$ cat src/rtl/div_radix2_unit_pkg.sv
// Shared definitions for the radix-2 restoring divider: width, FSM state codes,
// and the HI/LO write-select code the decoder uses to route a divide.
package div_radix2_unit_pkg;

    localparam int DIV_WIDTH = 32;

    // hi_mdr/lo_mdr select value that steers a divide result into HI/LO.
    localparam logic [1:0] MDR_SEL_DIV = 2'b10;

    typedef enum logic [1:0] {
        DIV_IDLE = 2'b00,
        DIV_BUSY = 2'b01,
        DIV_ZERO = 2'b10,
        DIV_DONE = 2'b11
    } div_state_e;

endpackage

$ cat src/rtl/div_radix2_unit_sign_fix.sv
// Conditional two's-complement negation of two values; used for the operand
// absolute values on entry and for the quotient/remainder sign fix on exit.
module div_radix2_unit_sign_fix #(
    parameter int WIDTH = 32
) (
    input  logic [WIDTH-1:0] a,
    input  logic             neg_a,
    input  logic [WIDTH-1:0] b,
    input  logic             neg_b,
    output logic [WIDTH-1:0] a_fixed,
    output logic [WIDTH-1:0] b_fixed
);

    assign a_fixed = neg_a ? -a : a;
    assign b_fixed = neg_b ? -b : b;

endmodule

$ cat src/rtl/div_radix2_unit.sv
// Multi-cycle radix-2 restoring divider for DIV/DIVU; result = {remainder, quotient}.
// Define DIV_ZERO_FASTPATH_EN to finish divide-by-zero in one ZERO cycle instead of WIDTH.
module div_radix2_unit
    import div_radix2_unit_pkg::*;
#(
    parameter int WIDTH = DIV_WIDTH
) (
    input  logic                 clk,
    input  logic                 resetn,
    input  logic                 start,
    input  logic                 signed_div,
    input  logic [WIDTH-1:0]     opdata1,
    input  logic [WIDTH-1:0]     opdata2,
    input  logic                 annul,
    output logic [2*WIDTH-1:0]   result,
    output logic                 ready,
    output logic                 stall_req
);

    localparam int                CNT_W    = $clog2(WIDTH);
    localparam logic [CNT_W-1:0]  CNT_LAST = CNT_W'(WIDTH - 1);

    div_state_e           state_q, state_d;
    logic [CNT_W-1:0]     counter_q;
    logic [WIDTH-1:0]     rem_q, quo_q, divisor_q;
    logic                 signed_q, sign_a_q, sign_b_q;
    logic [2*WIDTH-1:0]   result_q;

    logic [WIDTH-1:0]     abs_a, abs_b;
    logic [WIDTH:0]       rem_ext, diff;
    logic                 fits;
    logic [WIDTH-1:0]     rem_step, quo_step;
    logic [WIDTH-1:0]     quo_fixed, rem_fixed;
    logic                 accept, div_by_zero;

    assign accept      = (state_q == DIV_IDLE) && start && !annul;
    assign div_by_zero = (opdata2 == '0);

    div_radix2_unit_sign_fix #(.WIDTH(WIDTH)) u_operand_fix (
        .a       (opdata1),
        .neg_a   (signed_div & opdata1[WIDTH-1]),
        .b       (opdata2),
        .neg_b   (signed_div & opdata2[WIDTH-1]),
        .a_fixed (abs_a),
        .b_fixed (abs_b)
    );

    // One restoring step: shift {rem, quo} left, then trial-subtract the divisor.
    // The extra top bit keeps the compare exact for divisors at or above 2^(WIDTH-1).
    assign rem_ext  = {rem_q, quo_q[WIDTH-1]};
    assign diff     = rem_ext - {1'b0, divisor_q};
    assign fits     = !diff[WIDTH];
    assign rem_step = fits ? diff[WIDTH-1:0] : rem_ext[WIDTH-1:0];
    assign quo_step = {quo_q[WIDTH-2:0], fits};

    div_radix2_unit_sign_fix #(.WIDTH(WIDTH)) u_result_fix (
        .a       (quo_step),
        .neg_a   (signed_q & (sign_a_q ^ sign_b_q)),
        .b       (rem_step),
        .neg_b   (signed_q & sign_a_q),
        .a_fixed (quo_fixed),
        .b_fixed (rem_fixed)
    );

    always_ff @(posedge clk or negedge resetn) begin
        if (!resetn) begin
            state_q <= DIV_IDLE;
        end else begin
            state_q <= state_d;
        end
    end

    always_comb begin
        // NOTE: default first so every path assigns state_d; a missing branch would infer a latch.
        state_d = state_q;
        unique case (state_q)
            DIV_IDLE: begin
                if (accept) state_d = div_by_zero ? DIV_ZERO : DIV_BUSY;
            end
            DIV_BUSY: begin
                if (annul)                       state_d = DIV_IDLE;
                else if (counter_q == CNT_LAST)  state_d = DIV_DONE;
            end
            DIV_ZERO: begin
`ifdef DIV_ZERO_FASTPATH_EN
                state_d = annul ? DIV_IDLE : DIV_DONE;
`else
                if (annul)                       state_d = DIV_IDLE;
                else if (counter_q == CNT_LAST)  state_d = DIV_DONE;
`endif
            end
            DIV_DONE: state_d = DIV_IDLE;
            default:  state_d = DIV_IDLE;
        endcase
    end

    // NOTE: sequential state uses non-blocking assignments so every register samples pre-edge values.
    always_ff @(posedge clk or negedge resetn) begin
        if (!resetn) begin
            counter_q <= '0;
            rem_q     <= '0;
            quo_q     <= '0;
            divisor_q <= '0;
            signed_q  <= 1'b0;
            sign_a_q  <= 1'b0;
            sign_b_q  <= 1'b0;
            result_q  <= '0;
        end else begin
            if (accept) begin
                counter_q <= '0;
                rem_q     <= '0;
                // Divide-by-zero keeps the raw dividend; it becomes HI unchanged.
                quo_q     <= div_by_zero ? opdata1 : abs_a;
                divisor_q <= abs_b;
                signed_q  <= signed_div;
                sign_a_q  <= opdata1[WIDTH-1];
                sign_b_q  <= opdata2[WIDTH-1];
            end
            if (state_q == DIV_BUSY) begin
                counter_q <= counter_q + CNT_W'(1);
                rem_q     <= rem_step;
                quo_q     <= quo_step;
                if (state_d == DIV_DONE) result_q <= {rem_fixed, quo_fixed};
            end
            if (state_q == DIV_ZERO) begin
                counter_q <= counter_q + CNT_W'(1);
                if (state_d == DIV_DONE) result_q <= {quo_q, {WIDTH{1'b1}}};
            end
        end
    end

    assign result    = result_q;
    assign ready     = (state_q == DIV_DONE);
    assign stall_req = start & ~ready;

endmodule

$ cat config.mk
export PLATFORM = sky130hd
export DESIGN_NAME = div_radix2_unit
export DESIGN_NICKNAME = d
export VERILOG_FILES = /design/src/rtl/div_radix2_unit_pkg.sv /design/src/rtl/div_radix2_unit_sign_fix.sv /design/src/rtl/div_radix2_unit.sv
export SDC_FILE = /design/constraint.sdc
export NUM_CORES = 1
export LEC_CHECK = 0
export ABC_AREA = 0
export CAP_MARGIN = 20
export CORE_MARGIN = 2
export CORE_UTILIZATION = 46
export CTS_CLUSTER_DIAMETER = 150
export DETAILED_ROUTE_END_ITERATION = 16
export PLACE_DENSITY = 0.7
export SLEW_MARGIN = 20
export SYNTH_ARGS = -nofsm -noshare
export SYNTH_HDL_FRONTEND = slang
export SYNTH_SLANG_ARGS = --single-unit
$ cat constraint.sdc
create_clock -name clk -period 7.6 [get_ports clk]
set_clock_uncertainty 0.2 [all_clocks]
set_input_delay 0.76 -clock clk [delete_from_list [all_inputs] [get_ports clk]]
set_output_delay 0.76 -clock clk [all_outputs]
set_load 0.02 [all_outputs]
==> impl_metrics.csv <==
group,metric,value,unit
clock_network,cts_root_buffer,"clkbuf_16",
power,power.internal,3.378,mW
job,timing.max_cap.violations,0,
clock_network,hold_buffers,0,
finish,design_area,14950,um2
run_status,status,"finished clean",
grt,grt_start_max_net_pins,98,
logic_synthesis,synth_nets,1704,
clock_network,clock_latency,0.44,ns
sta,setup_viol,0,
setup_path,crit_end,"result[50]",
setup_path,path_class,"flip-flop to flip-flop",
finish,layout-drive-gt1-share,0.05801,
logic_synthesis,yosys_warnings,0,
placed_design,place_area,14370,um2
power,power.clock.fraction,0.122,
worst_hold_path,hold_class,"primary input to asynchronous set/reset pin",
floorplan,initial_core_util,0.4654,
power,combinationalPowerShare,0.668,
grt,antenna_found_initial,0,
sta,post-route-period-util,0.7246,
clock_network,cts_post_setup_buffers_inserted,0,
clock_network,cts_htree_levels,4,
sta,hold_violations,0,
setup_path,critPathLaunchType,"flip-flop",
setup_path,regToRegSetupSlack,2.09,ns
route,first_pass_iters,5,
floorplan,die_h,171.2,um
placed_design,io_buffers,134,
sta,drv_slew,0,
floorplan,fp-row-count,61,
power,power.density,480.1,nW/um2
setup_path,critPathArrivalTime,5.64,ns
route,routed_wirelength,36310,um
finish,synthToLayoutAreaGrowth,16.24,%
finish,n_antenna_cell,0,
grt,grt_pass1_wl,58120,um
power,p_seq_frac,0.210,
finish,multi_input_area,8018,um2
logic_synthesis,async_reset_ff_frac,1.000,
route,num_vias,11990,
setup_path,startpoint,"quo_q[31]",
route,ant_nets,0,
clock_network,cts_resized,0,
logic_synthesis,synth-edff-count,0,
grt,grtUsageTotal,0.2481,
placed_design,gp_congestion,0.9447,
finish,fillers,2667,
clock_network,path_clk_slew,0.08,ns
setup_path,cp_data_required_time,7.74,ns
route,drtIter0Drc,1024,
logic_synthesis,yosysUniqueCellTypes,96,
sta,fin_crit,5.507,ns
finish,stdcell_count,2050,
sta,rsz0062_at_grt,"false",
placed_design,place_inst,2019,
floorplan,coreArea,27630,um2
clock_network,cts_sinks,170,
grt,grt_pass1_vias,11070,
power,p_switching,3.797,mW
sta,slew_headroom,0.3521,
finish,nets,1772,
logic_synthesis,ys_ff_latch,170,
floorplan,ios,135,
setup_path,r2r_start,"quo_q[31]",
logic_synthesis,seq_area_frac_synth,0.3309,
logic_synthesis,synthCells,1592,
route,routedWlPerCell,17.71,um
logic_synthesis,synth-main-ff-cell,"dfrtp_1",
finish,regArea,4254,um2
sta,final.setup.tns,0,ns
setup_path,worst-r2r-cell-count,23,
setup_path,worstSetupEndpointType,"flip-flop",
clock_network,cts_tree,"built",
sta,tightestPinTransition,0.9719,ns
power,power.leakage,6.124,nW
floorplan,die_area,29300,um2
power,p_sw_frac,0.5292,
logic_synthesis,syn_area,12860,um2
power,peakVddDrop,0.0002293,V
clock_network,cts_buffer_depth,2,
route,viasPerCell,5.849,
floorplan,die_w,171.2,um
clock_network,numCtsBuffers,17,
grt,grt_overflow,0,
placed_design,dp_hpwl,27270,um
sta,fmax,0.1816,GHz
setup_path,r2r-end,"result[50]",
setup_path,critPathMaxFanout,14,
sta,holdWs,0.1174,ns
logic_synthesis,syn_area_per_cell,8.076,um2
route,drc,0,
-- area by class of cell --
| class | instances | area share |
|---|---|---|
| timing repair buffer | 146 | 0.09586 |
| multi-input combinational | 1274 | 0.5365 |
| clock buffer | 17 | 0.02846 |
| tap | 378 | 0.03165 |
| inverter | 51 | 0.01281 |
| sequential | 170 | 0.2846 |
| clock inverter | 14 | 0.01013 |
-- critical path, stage by stage, from the launching register on --
cell      delay (ns)
dfrtp_1         0.48
inv_1           0.10
ha_1            0.17
inv_1           0.05
fa_1            0.42
a211oi_2        0.32
o211ai_2        0.15
a31oi_4         0.29
a211oi_2        0.14
nor3_2          0.11
buf_4           0.21
nor2_4          0.06
inv_2           0.13
mux2i_1         0.36
ha_1            0.31
nand2_1         0.09
a211oi_1        0.28
o21ai_0         0.19
or4_1           0.43
o31a_2          0.19
o31ai_4         0.28
xnor2_1         0.15
a21oi_1         0.09
a21o_1          0.19
-- power by group through the flow --
stage               combinational [mW]  sequential [mW]  clock [mW]
global route                      5.30             1.55       0.926
detailed placement                4.70             1.51           0
finish                            4.79             1.50       0.878
CTS                               4.72             1.50       0.885
global placement                  4.63             1.50           0
floorplan                         3.71             1.37           0
-- registers in the layout (all words and copies together) (netlist names) --
register / cells
counter_q: 5
divisor_q: 32
quo_q: 32
rem_q: 32
result: 64
sign_a_q: 1
sign_b_q: 1
signed_q: 1
state_q: 2
-- cells in the final DEF (no fill, tap or decap), types with 17 or more instances in the layout --
cell type,netlist,routed
a21oi_1,114,114
a31oi_1,24,24
clkbuf_16,0,17
clkdlybuf4s50_1,0,133
dfrtp_1,170,170
ha_1,42,41
inv_1,50,50
mux2i_1,49,49
nand2_1,242,240
nand3_1,28,28
nor2_1,120,120
nor3_1,26,26
o211ai_1,38,38
o21ai_0,160,160
o31ai_1,21,21
xnor2_1,48,48
xor2_1,81,81
-- cells by family (layout without fill, tap and decap cells) --
| logic type | count (synthesis) | in the layout | share of synthesized area |
|---|---|---|---|
| AND/OR/NAND/NOR | 559 | 559 | 0.2050 |
| buffers and inverters | 148 | 228 | 0.04749 |
| flip-flops | 170 | 170 | 0.3309 |
| AO/OA/AOI/OAI | 487 | 487 | 0.2417 |
| XOR/XNOR | 129 | 129 | 0.08787 |
| multiplexers | 56 | 56 | 0.04457 |
| adder cells (fa/ha/maj) | 43 | 43 | 0.04243 |
-- cell usage after synthesis (8+ instances only) --
cell,instances,area [um2]
nand3_1,28,140.1
o21ai_0,160,800.8
nand2b_1,13,81.33
dfrtp_1,170,4254
or4_1,15,112.6
o41ai_1,11,96.34
nor2_1,120,450.4
o211ai_1,38,285.3
nor3_1,26,130.1
and3_1,13,81.33
nor4_1,14,87.58
inv_1,50,187.7
a22oi_1,9,67.56
ha_1,42,525.5
o31ai_1,21,157.7
mux2i_1,49,490.5
buf_2,32,160.2
a21oi_1,114,570.6
clkbuf_1,51,191.4
or3_1,16,100.1
buf_1,9,33.78
and2_1,13,81.33
o21a_1,8,60.06
nand2_1,242,908.4
xnor2_1,48,420.4
nand4_1,15,93.84
xor2_1,81,709.4
nor2b_1,10,62.56
a211oi_1,12,90.09
o21ai_1,15,75.07
a31oi_1,24,150.1
a21o_1,14,105.1
-- worst min path at each step --
stage,from,cells past startpoint,endpoint,slack (ns)
4_1_cts,resetn,1,result[8],0.13
6_report,resetn,1,result[8],0.12
3_5_place_dp,counter_q[3],1,counter_q[3],0.27
5_1_grt,resetn,1,result[7],0.16
3_3_place_gp,divisor_q[20],2,divisor_q[20],0.26
2_1_floorplan,counter_q[3],1,counter_q[3],0.24
-- routing by layer --
metal	up-vias	wire length [um]	global-route usage
met4	0	527	0.06338
met5	-	0	0
met1	5651	17090	0.3599
met2	437	16260	0.3911
met3	41	2435	0.03221
li1	5861	-	-
-- metrics by stage --
step	util	total power [mW]	setup slack (ns)
global route	0.5409	7.772	1.627
CTS	0.5409	7.106	2.102
finish	0.5409	7.175	2.093
global placement	0.5201	6.127	2.322
detailed placement	0.5201	6.213	2.143
floorplan	-	5.082	2.390
Note: power is estimated with default switching activity, not from simulation.
